[config.mk]
export PLATFORM = sky130hd
export DESIGN_NAME = vec_rewind_fifo
export DESIGN_NICKNAME = d
export VERILOG_FILES = /design/src/rtl/vec_rewind_fifo.sv
export SDC_FILE = /design/constraint.sdc
export NUM_CORES = 1
export LEC_CHECK = 0
export BUFFER_PORTS_ARGS = -buffer_cell sky130_fd_sc_hd__buf_2
export CAP_MARGIN = 10
export CORE_ASPECT_RATIO = 1.25
export CORE_MARGIN = 4
export CORE_UTILIZATION = 30
export CTS_CLUSTER_DIAMETER = 100
export CTS_CLUSTER_SIZE = 28
export DETAILED_ROUTE_END_ITERATION = 8
export RECOVER_POWER = 25
export SLEW_MARGIN = 0
export SYNTH_ARGS = -nofsm -noshare
export SYNTH_HDL_FRONTEND = slang
export SYNTH_SLANG_ARGS = --single-unit
[constraint.sdc]
create_clock -name clk_in -period 3.98 [get_ports clk_in]
set_clock_uncertainty 0.2 [all_clocks]
set_input_delay 0.199 -clock clk_in [delete_from_list [all_inputs] [get_ports clk_in]]
set_output_delay 0.199 -clock clk_in [all_outputs]
set_load 0.01 [all_outputs]
[src/rtl/vec_rewind_fifo.sv]
// Vector FIFO: WrElems-wide writes, RdElems-wide reads, released a whole vector at a time.
// Latency: a write on edge k is readable in the cycle after edge k; read data is combinational from storage.
// Backpressure: s_ready drops when fewer than WrElems free slots remain; space returns only when a vector is released.
module vec_rewind_fifo #(
  parameter int NBits       = 8,
  parameter int VecElements = 8,
  parameter int WrElems     = 4,
  parameter int RdElems     = 2,
  parameter int Depth       = 2
) (
  input  logic                                    clk_in,
  input  logic                                    rst_in,
  input  logic                                    clear,
  input  logic                                    s_valid,
  output logic                                    s_ready,
  input  logic [WrElems-1:0][NBits-1:0]           s_data,
  output logic                                    m_valid,
  input  logic                                    m_ready,
  output logic [RdElems-1:0][NBits-1:0]           m_data,
  input  logic                                    rd_repeat,
  output logic                                    vec_done,
  output logic [$clog2(Depth*VecElements):0]      fill_count
);

  localparam int N     = Depth * VecElements;
  localparam int PW    = $clog2(N);
  localparam int CW    = PW + 1;
  localparam int Beats = VecElements / RdElems;
  localparam int BW    = (Beats > 1) ? $clog2(Beats) : 1;

  localparam logic [CW-1:0] NCnt   = CW'(N);
  localparam logic [CW-1:0] WrCnt  = CW'(WrElems);
  localparam logic [CW-1:0] RdCnt  = CW'(RdElems);
  localparam logic [CW-1:0] VecCnt = CW'(VecElements);
  localparam logic [PW-1:0] WrStep  = PW'(WrElems);
  localparam logic [PW-1:0] RdStep  = PW'(RdElems);
  localparam logic [PW-1:0] VecStep = PW'(VecElements);
  localparam logic [BW-1:0] LastBeat = BW'(Beats - 1);

  // Storage is never reset; occupancy is tracked purely by the pointers and fill count.
  logic [NBits-1:0] mem_q [N];

  logic [PW-1:0] wr_ptr_q, wr_ptr_d;
  logic [PW-1:0] rd_ptr_q, rd_ptr_d;
  logic [PW-1:0] base_q, base_d;
  logic [BW-1:0] beat_q, beat_d;
  logic [CW-1:0] fill_q, fill_d;
  logic          done_q, done_d;

  logic [CW-1:0] rd_off;
  logic          wr_fire;
  logic          rd_fire;
  logic          last_beat;
  logic          release_vec;
  logic          rewind_vec;

  // fill_q counts every element not yet released, so the elements already
  // consumed from the current vector must be subtracted before judging m_valid.
  assign rd_off      = CW'(beat_q) * RdCnt;
  assign s_ready     = (NCnt - fill_q) >= WrCnt;
  assign m_valid     = (fill_q - rd_off) >= RdCnt;
  assign wr_fire     = s_valid && s_ready;
  assign rd_fire     = m_valid && m_ready;
  assign last_beat   = (beat_q == LastBeat);
  assign release_vec = rd_fire && last_beat && !rd_repeat;
  assign rewind_vec  = rd_fire && last_beat && rd_repeat;

  assign vec_done   = done_q;
  assign fill_count = fill_q;

  // Next-state for pointers, beat index and occupancy; clear overrides any handshake.
  always_comb begin
    wr_ptr_d = wr_ptr_q;
    rd_ptr_d = rd_ptr_q;
    base_d   = base_q;
    beat_d   = beat_q;
    fill_d   = fill_q;
    done_d   = 1'b0;
    if (clear) begin
      wr_ptr_d = '0;
      rd_ptr_d = '0;
      base_d   = '0;
      beat_d   = '0;
      fill_d   = '0;
    end else begin
      if (wr_fire) begin
        wr_ptr_d = wr_ptr_q + WrStep;
      end
      if (release_vec) begin
        base_d   = base_q + VecStep;
        rd_ptr_d = base_q + VecStep;
        beat_d   = '0;
      end else if (rewind_vec) begin
        rd_ptr_d = base_q;
        beat_d   = '0;
      end else if (rd_fire) begin
        rd_ptr_d = rd_ptr_q + RdStep;
        beat_d   = beat_q + BW'(1);
      end
      fill_d = fill_q + (wr_fire ? WrCnt : '0) - (release_vec ? VecCnt : '0);
      done_d = release_vec;
    end
  end

  // Control state registers with asynchronous active-low reset.
  always_ff @(posedge clk_in or negedge rst_in) begin
    if (!rst_in) begin
      wr_ptr_q <= '0;
      rd_ptr_q <= '0;
      base_q   <= '0;
      beat_q   <= '0;
      fill_q   <= '0;
      done_q   <= 1'b0;
    end else begin
      wr_ptr_q <= wr_ptr_d;
      rd_ptr_q <= rd_ptr_d;
      base_q   <= base_d;
      beat_q   <= beat_d;
      fill_q   <= fill_d;
      done_q   <= done_d;
    end
  end

  // Store an accepted write beat; lane 0 lands at the lowest (oldest) address.
  always_ff @(posedge clk_in) begin
    if (wr_fire && !clear) begin
      for (int i = 0; i < WrElems; i++) begin
        mem_q[wr_ptr_q + PW'(i)] <= s_data[i];
      end
    end
  end

  // Present the current read beat straight from storage, wrapping modulo N.
  always_comb begin
    m_data = '0;
    for (int i = 0; i < RdElems; i++) begin
      m_data[i] = mem_q[rd_ptr_q + PW'(i)];
    end
  end

endmodule

# Yosys cells after proc, flatten, opt, wreduce, memory -nomap -nowiden

Memories as Yosys holds them, arrays and structs flattened.
Index checks and enable logic that the tools add are counted.

Register bits after elaboration: 20
RAM bits: 128
Input bits: 38
Output and inout port bits: 24
Logic and storage cells: 51
Memories kept: 1

Add/sub/neg operators: 12
Magnitude comparators: 2
Equality and inequality tests: 1
Multiplexer cells: 18
Reduce and logical (&&, ||, !) cells: 11

Memories:

| name  | depth | bits a word | rd ports | clocked after Yosys merged registers in | write ports | line | RTL |
|---|---|---|---|---|---|---|---|
| mem_q | 16    | 8           | 2        | 0                                       | 4           | 41   | `logic [NBits-1:0] mem_q [N];` |

Operators with widths:

| operator              | number |
|---|---|
| $mux W4               | 9 |
| $add A4 B2 Y4 const B | 3 |
| $add A4 B1 Y4 const B | 2 |
| $mux W2               | 4 |
| $logic_and A1 B1 Y1   | 6 |
| $add A5 B3 Y5         | 1 |
| $ge A5 B2 Y1 const B  | 1 |
| $ge A5 B3 Y1 const B  | 1 |
| $mux W5               | 1 |
| $sub A5 B3 Y5         | 1 |
| $sub A5 B4 Y5         | 1 |
| $sub A5 B5 Y5 const A | 1 |
| $add A4 B3 Y4 const B | 1 |
| $add A4 B4 Y4 const B | 1 |
| $reduce_bool A2 Y1    | 2 |
| $reduce_bool A4 Y1    | 1 |
| $mux W1               | 3 |
| $mux W3               | 1 |
| $add A2 B1 Y2 const B | 1 |
| $eq A2 B2 Y1 const B  | 1 |
| $logic_not A1 Y1      | 2 |

# Depth between registers and ports, before layout

Gate-level depths: netlist of run 1.

Depth after elaboration: 8
Depth in mapped cells: 11
Mapped depth without buffers: 11

# Least setup slack after synthesis of run 1

Ideal clock, no wire load.

Path kind: register -> register
Start: reg fill_q[2], in the netlist fill_count[2]
End: reg fill_q[4], in the netlist fill_count[4]
Library setup time: 132 ps
Arrival time: 2644 ps
Required time: 3648 ps
Slack: 1004 ps
Stages on the path, launching flop included: 12
Path buffers: 0
Period minus slack after synthesis: 2976 ps
Path through: dfrtp_1 > inv_1 > fa_1 > nand2_1 > nand3_2 > o31ai_4 > or3b_4 > ha_1 > inv_1 > fa_1 > xnor2_1 > nor2_1

Word-level cells in the longest chain between the ends: 8
Elaborated cells on any way between the ends: 13
Those cells by class: add/sub (4); order compare (2); mux (3); reduce/logical (4)

Ends and longest elaborated chain:

| element                                               | line | RTL |
|---|---|---|
| start, declared                                       | 47   | `logic [CW-1:0] fill_q, fill_d;` |
| start signal, assigned                                | 119  | `fill_q <= fill_d;` |
| branches (longest 6 deep; another with $sub A5 B5 Y5) | --   |  |
| $sub A5 B4 Y5 *                                       | 100  | `fill_d = fill_q + (wr_fire ? WrCnt : '0) - (release_vec ? VecCnt : '0);` |
| $mux W5 *                                             | 79   | `if (clear) begin` |
| net fill_d[4]                                         | 47   |  |

Mark *: on every way through the listed nets, which the timed path passes.
A chain may end at the register's enable or synchronous reset.

# Worst setup path after layout of run 1

Start: reg beat_q[1]
End: reg fill_q[4], in the netlist fill_count[4]

Word-level cells in the longest chain between the ends: 8
Elaborated cells on any way between the ends: 9
Those cells by class: add/sub (2); order compare (1); eq/ne (1); mux (2); reduce/logical (3)

Ends and longest elaborated chain:

| element                             | line | RTL |
|---|---|---|
| start, declared                     | 46   | `logic [BW-1:0] beat_q, beat_d;` |
| start signal, assigned              | 118  | `beat_q <= beat_d;` |
| $sub A5 B3 Y5                       | 61   | `assign m_valid = (fill_q - rd_off) >= RdCnt;` |
| $ge A5 B2 Y1                        | 61   |  |
| $logic_and A1 B1 Y1                 | 63   | `assign rd_fire = m_valid && m_ready;` |
| $logic_and A1 B1 Y1 * (2 in series) | 65   | `assign release_vec = rd_fire && last_beat && !rd_repeat;` |
| $mux W4 *                           | 100  |  |
| $sub A5 B4 Y5 *                     | 100  |  |
| $mux W5 *                           | 79   |  |
| net fill_d[4]                       | 47   |  |

Mark *: on every way through the listed nets, which the timed path passes. The rest lies on a longest branch.

==> results of run 1 <==
## power by group
group | total, mW | switching, mW | internal [mW]
sequential | 1.95 | 0.110 | 1.84
clock | 1.62 | 0.634 | 0.989
combinational | 1.95 | 1.12 | 0.835
## routing by layer
layer	vias up	part of all wire (%)	GRT usage, %
li1	2555	-	-
met1	2746	40	16.63
met2	149	53	25.37
met3	41	4.1	2.526
met4	0	2.9	5.573
met5	-	0	0
## cell usage after synthesis (all sizes together) (2+ instances only)
master,n
a21oi,4
a221oi,8
a32o,8
buf,28
clkbuf,22
dfrtp,13
edfxtp,128
fa,2
ha,13
inv,17
mux2i,17
mux4,56
nand2,291
nand3,18
nor2,9
nor2b,4
or3,4
or3b,2
xnor2,6
xor2,3
## worst max-delay path, cell delays in order (launching register included)
cell and delay, ps:
sky130_fd_sc_hd__dfrtp_1 400, sky130_fd_sc_hd__inv_1 60, sky130_fd_sc_hd__ha_1 280, sky130_fd_sc_hd__nor2b_2 180, sky130_fd_sc_hd__o31a_1 250, sky130_fd_sc_hd__o31ai_1 840
sky130_fd_sc_hd__or3b_1 290, sky130_fd_sc_hd__ha_1 140, sky130_fd_sc_hd__inv_1 50, sky130_fd_sc_hd__fa_1 430, sky130_fd_sc_hd__xnor2_1 160, sky130_fd_sc_hd__nor2_1 50
## cell usage in the layout (no fill, tap or decap), drive strengths merged, types with 2 or more instances in the layout
cell,count
a32o,8
mux4,56
conb,2
dfrtp,13
buf,55
nand3,18
mux2i,17
a221oi,8
xnor2,6
ha,13
a21oi,4
edfxtp,128
fa,2
nor2b,4
dlygate4sd3,40
xor2,3
bufinv,3
or3,4
clkinv,7
clkbuf,34
or3b,2
nor2,9
inv,20
nand2,291
## cell families (layout without fill, tap and decap cells)
| family | Yosys count | after routing | share of synthesized area [%] |
|---|---|---|---|
| AND/OR/NAND/NOR | 332 | 332 | 16.98 |
| flip-flops | 141 | 141 | 52.63 |
| multiplexers | 74 | 74 | 19.25 |
| buffers and inverters | 67 | 159 | 4.375 |
| AO/OA/AOI/OAI | 27 | 27 | 3.065 |
| adder cells (fa/ha/maj) | 15 | 15 | 2.559 |
| XOR/XNOR | 9 | 9 | 1.090 |
| other | 1 | 2 | 0.04734 |
## path summary, 6_finish.rpt
| check | from | end | slack (ps) | depth (start not counted) |
|---|---|---|---|---|
| worst max-delay path | beat_q[1] | fill_count[4] | 530 | 11 |
| worst min-delay path | rst_in | wr_ptr_q[2] | 170 | 2 |
| worst max register to register | beat_q[1] | fill_count[4] | 530 | 11 |
| worst min register to register | beat_q[1] | beat_q[1] | 410 | 2 |
| max in group asynchronous | rst_in | rd_ptr_q[0] | 2850 | 2 |
| min in group clk_in | beat_q[1] | beat_q[1] | 410 | 2 |
## cell type report
| type | instances | area, um2 | share of cell area (%) |
|---|---|---|---|
| clock inverters | 13 | 163.9 | 1.740 |
| inverters | 17 | 63.81 | 0.6774 |
| flip-flops and latches | 141 | 4170 | 44.27 |
| repair buffers | 110 | 757.0 | 8.036 |
| multi-input cells | 459 | 3407 | 36.17 |
| clock buffers | 19 | 432.9 | 4.596 |
| well taps | 340 | 425.4 | 4.516 |
## timing repair
action	CTS	global route
endpoints found under the setup margin	0	0
hold buffers	40	0
hold endpoints to repair	154	0
## stage by stage
step	cells	instance area (um2)	power [mW]	utilization [%]
2_1_floorplan	667	7925	3.325	-
3_3_place_gp	1027	8473	3.919	32.57
3_5_place_dp	1027	8473	3.963	32.57
4_1_cts	1099	9470	5.616	36.41
5_1_grt	1099	9420	5.835	36.21
6_report	1099	9420	5.526	36.21
## flip-flops by register name, indices dropped and copies added, names as in the netlist
register	count
base_q	1
beat_q	2
fill_count	3
mem_q	128
rd_ptr_q	4
vec_done	1
wr_ptr_q	2
==> results by stage, run 1 <==
Floorplanning:
- The die is ~150 um wide.
- The initialized floorplan defines 66 standard-cell rows.
- The number of I/O pins is just over 60.
- From bottom edge to top edge, the die measures 189.7 um.
- The standard cell core area is between 20,000 and 30,000 um2.
- The die footprint is 29,080 um2.
- The effective utilization at floorplan is 30.45%.

Logic synthesis:
- The most common flop cell mapped by yosys is sky130_fd_sc_hd__edfxtp_1.
- The number of synthesis warnings is 0.
- The mean cell area of the mapped netlist is around 12 um2.
- Yosys mapped a number of flops with a built-in enable equal to 128.
- By area the synthesized netlist is led by sky130_fd_sc_hd__edfxtp_1, sky130_fd_sc_hd__nand2_1, sky130_fd_sc_hd__mux4_2.
- The async set-or-reset flop fraction in the synthesized netlist is under 10%.
- In this run, distinct cell masters in the synthesized netlist total 45.
- Of the post-synthesis cell area, the dominant cell type holds 48.52%.
- The library cell occupying the most area in the post-synthesis netlist is sky130_fd_sc_hd__edfxtp_1.
- Counting flops and latches in the post-synthesis netlist gives approximately 140.
- The sequential fraction of the synthesis area is 52.63%.
- Counting every instance in the synthesized netlist gives about 670.
- In this run the cell area of the synthesized design comes to roughly 7900 um2.

Worst setup path:
- The critical-path maximum fanout is 9.
- The required time of the worst setup path is 4080 ps.
- The data arrival time of the critical path is 3560 ps.
- The element type at the critical path end is a flop.
- The critical path is of the flop to flop type.
- The worst setup path is launched from a flop.

Drt:
- The via total after detailed routing is about 5,500.
- The number of vias per cell is roughly 5.0.
- The count of nets left with antenna violations after detail routing is 0.
- The number of violations reported at the end of detailed-routing iteration 0 is roughly 400.
- The post-detailed-route wirelength per cell is between 15 and 20 um.
- The remaining routing DRC violations is 0.
- The first detailed-routing pass ran for 5 iterations.
- The total wire length after detailed routing is ~20 mm.

Clocking:
- In this run the clock root is driven by a sky130_fd_sc_hd__clkbuf_16.
- The insertion delay to the later sink of the worst-skew pair is 430 ps.
- The post-CTS setup buffer count is 0.
- The clock transition at the registers of the reported paths is 60 ps.
- The count of H-tree levels built during CTS is 4.
- The longest clock path from root to sink contains 2 buffers.
- TritonCTS built the clock tree.
- The CTS buffer count is 17.
- The total of cells resized after clock tree synthesis is 0.
- The total number of clock tree sinks is between 100 and 150.

Placement:
- The placed wire-length estimate is 13.17 mm.
- The final estimated routing congestion in global placement is approximately 0.80.
- The worst slack at placement is about 900 ps.
- The count of buffers added on input and output ports is a little under 60.

STA:
- At the pin with the least slew margin, the transition time is a little over 1000 ps.
- Setup repair after global routing left no endpoint under its margin.
- The final count of pins violating max slew came to 0.
- Based on the critical path, the design can be clocked at up to ~290 MHz.
- The setup TNS is 0 ps.
- Headroom to the max-slew limit came out at 32.16%.
- The final-layout worst hold slack is about 170 ps.
- The post-layout minimum cycle time is around 3500 ps.
- The number of failing hold endpoints at the final stage is 0.
- Dividing the final minimum period by the clock period gives ~87%.
- Setup violations remaining at the end of the flow were counted as 0.
- After layout, the worst setup slack is 526.6 ps.

GRT:
- The initial antenna violation count was 0.
- Entering global routing, the biggest net connects 54 pins.
- Summed over all layers, the global routing overflow is 0.
- The number of global-route vias before repair was 5,484.
- The wire length of the first global-routing pass is about 31 mm.
- The overall global routing resource usage is between 10% and 20%.

Min path:
- The path class of the tightest hold or removal check is input pin to async pin.

Finish:
- The synthesis-to-finish area growth is 18.92%.
- The final antenna diode count is 0.
- The number of fill cells in the layout is about 2,500.
- Cells with a size suffix above 1 make up approximately 18% of the layout.
- The number of nets in the layout is around 800.

Power and ir drop:
- The leakage power summed over all cells is 3.545 nW.
- The maximum vdd drop is around 0.24 mV.
- In this run the power density over the cells is just under 600 nW/um2.

Run:
- The number of violations of the max-capacitance limit is 0.

Run status:
- The flow ran to the end, and the final reports show no timing, DRC or antenna violations.
(Power assumes the default switching activity.)
==> run 2, diff against run 1 <==
Clock period 3.98 ns to 4.3 ns, I/O delays scaled along.
==> results by stage, run 2 (same netlist as run 1, synthesis figures left out) <==
Floorplanning:
- The die extent in y is 189.7 um (unchanged).
- The number of I/O pins is 62 (unchanged).
- The number of rows in the core area is 66 (unchanged).
- The effective utilization at floorplan is 30.45% (unchanged).
- The floorplan die width is 153.3 um (unchanged).
- The die footprint is 29,080 um2 (unchanged).
- The standard cell core area was 26,010 um2 (unchanged).

Placement:
- The final estimated routing congestion in global placement is 0.7581 (-5.3%).
- The count of buffers from port buffering is 59 (unchanged).
- The placed standard-cell area was 8436 um2 (-0.44%).
- The number of instances in the placed design was 1,022 (-0.49%).
- The placed wire-length estimate is 13.06 mm (-0.81%).

Worst setup path:
- Among cell families on the critical path, the largest total delay comes from simple AND/OR/NAND/NOR gates.
- The depth of the most critical reg-to-reg path came to 11 (unchanged).
- The setup slack on the worst flop-to-flop path was 830 ps (+300 ps).
- The signal on the critical path passes through ha_1 > nor2b_1 > nand3_1 > a32o_1 > buf_2.
- The required time of the worst setup path is 3880 ps (-200 ps).
- The source of the worst register-to-register timing path is fill_count[2].
- The slowest cell on the critical path is sky130_fd_sc_hd__nor2b_1.
- The delay of the slowest cell on the worst path was 890 ps (+50 ps).
- The critical-path maximum fanout is 12 (+3).
- The worst setup path is launched from a flop.
- The critical path buffer and inverter count is 1 (-1).
- The critical path is of the flop to output pin type.
- The element type at the critical path end is an output pin.
- The data arrival time of the critical path is 3120 ps (-440 ps).
- The endpoint of the lowest-slack register-to-register path is fill_count[4].

STA:
- Setup repair after global routing left no endpoint under its margin.
- The clock period could shrink to roughly 3500 ps.
- The number of failing hold endpoints at the final stage is 0 (unchanged).
- The setup TNS is 0 ps (unchanged).
- The final count of pins violating max slew is 0 (unchanged).
- The relative max-transition margin is 30.07% (-2.1 points).
- Derived from the worst setup path, the maximum achievable clock frequency is between 200 and 300 MHz.
- The ratio of final minimum period to clock period is between 80 and 90%.
- The actual slew at the worst max-slew pin was 1044 ps (+28.35 ps).
- The total of endpoints with negative setup slack in the final report is 0 (unchanged).

Clocking:
- The master cell of the clock root buffer is sky130_fd_sc_hd__clkbuf_16.
- The maximum number of buffers from clock root to sink is 2 (unchanged).
- The CTS buffer count is 17 (unchanged).
- The count of H-tree levels built during CTS came to 4 (unchanged).
- The insertion delay to the later sink of the worst-skew pair is 420 ps (about the same).
- The clock tree from TritonCTS is done.
- The clock transition at the registers of the reported paths came to 60 ps (about the same).
- The total number of clock tree sinks was 141 (unchanged).
- The total of cells resized after clock tree synthesis is 0 (unchanged).

GRT:
- The initial antenna violation count is 0 (unchanged).
- The pin count of the biggest net entering global routing is 54 (unchanged).
- The aggregate global routing overflow is 0 (unchanged).
- The number of global-route vias before repair was 5,590 (+1.9%).
- The wire length of the first global-routing pass came to 31.20 mm (+0.24%).
- The overall global routing resource usage was 13.99% (-0.083 points).

Drt:
- The number of vias per cell came to 4.973 (-0.48%).
- The post-detailed-route wirelength per cell is 18.14 um (-0.70%).
- The count of nets left with antenna violations after detail routing is 0 (unchanged).
- The number of violations reported at the end of detailed-routing iteration 0 is 499 (+27%).
- The via total after detailed routing is 5,440 (-0.93%).
- The remaining routing DRC violations is 0 (unchanged).
- The number of detailed-route iterations in the first pass was 5 (unchanged).
- The total wire length after detailed routing was 19.84 mm (-1.2%).

Finish:
- The final antenna diode count is 0 (unchanged).
- The number of cells in the finished layout apart from fillers came to 1,094 (-0.45%).
- The number of flip-flops in the largest register is 128 (unchanged).
- Leaving out fill and tap cells, the most frequent cell in the layout is sky130_fd_sc_hd__nand2_1.
- The post-route core utilization came to 36.07% (-0.15 points).
- The largest register by flop count is mem_q.
- Leaving out fill and tap cells, the most frequent cells in the layout are sky130_fd_sc_hd__nand2_1, sky130_fd_sc_hd__edfxtp_1, sky130_fd_sc_hd__buf_2.
- Compared with the post-synthesis result, the final layout area differs by 18.43%.
- The final standard cell area without fillers came to 9382 um2 (-0.41%).
- The share of layout cells above drive strength 1 was 17.64% (about the same).
- The number of nets in the layout is 794 (-0.63%).

Power and ir drop:
- The power consumption is 5.079 mW (-8.1%).
- The power density of the placed cells is 541.3 nW/um2 (-7.7%).
- The leakage power summed over all cells is 3.508 nW (-1.0%).
- The maximum vdd drop is 0.2148 mV (-12%).

Min path:
- The path class of the lowest-slack min-delay path is input pin to async pin.

Run:
- The number of violations of the max-capacitance limit was 0 (unchanged).

Run status:
- The run finished with clean final reports.
==> run 2: through the flow <==
stage               worst slack [ps]  hold slack, ps
floorplan                       1324          -280.6
global placement                1261          -69.18
detailed placement              1216          -67.12
CTS                            743.4           13.38
global route                   510.5           275.4
finish                         760.0           189.7
==> run 2: worst max-delay path by stage <==
stage / startpoint / end / depth (start not counted)
CTS: rd_ptr_q[1] / m_data[10] / 7
global route: fill_count[2] / fill_count[4] / 11
finish: rd_ptr_q[0] / m_data[11] / 5
global placement: rd_ptr_q[0] / m_data[10] / 5
floorplan: fill_count[2] / fill_count[4] / 11
detailed placement: rd_ptr_q[1] / m_data[10] / 7
==> run 2: report_power, final <==
group	switching [mW]	leakage [nW]	internal (mW)
sequential	0.103	1.33	1.70
combinational	1.02	1.90	0.767
clock	0.614	0.274	0.865
==> run 2: cell type report <==
| class | instances | area, um2 |
|---|---|---|
| Tap cell | 340 | 425.4 |
| Inverter | 17 | 63.81 |
| Sequential cell | 141 | 4170 |
| Multi-Input combinational cell | 459 | 3412 |
| Clock inverter | 14 | 157.7 |
| Timing Repair Buffer | 105 | 723.2 |
| Fill cell | 2515 | 16630 |
| Clock buffer | 18 | 429.2 |
==> run 2: layer usage <==
metal / GRT usage (%) / routed length (um) / vias up
li1: - / - / 2547
met1: 16.43 / 7903 / 2679
met2: 24.54 / 10280 / 164
met3: 2.548 / 898 / 50
met4: 7.102 / 765 / 0
met5: 0 / 0 / -
==> run 2: what timing repair did <==
| item | 4_1_cts | 5_1_grt |
|---|---|---|
| endpoints found under the hold margin | 153 | 0 |
| setup buffers | 0 | 0 |
| hold buffers | 40 | 0 |
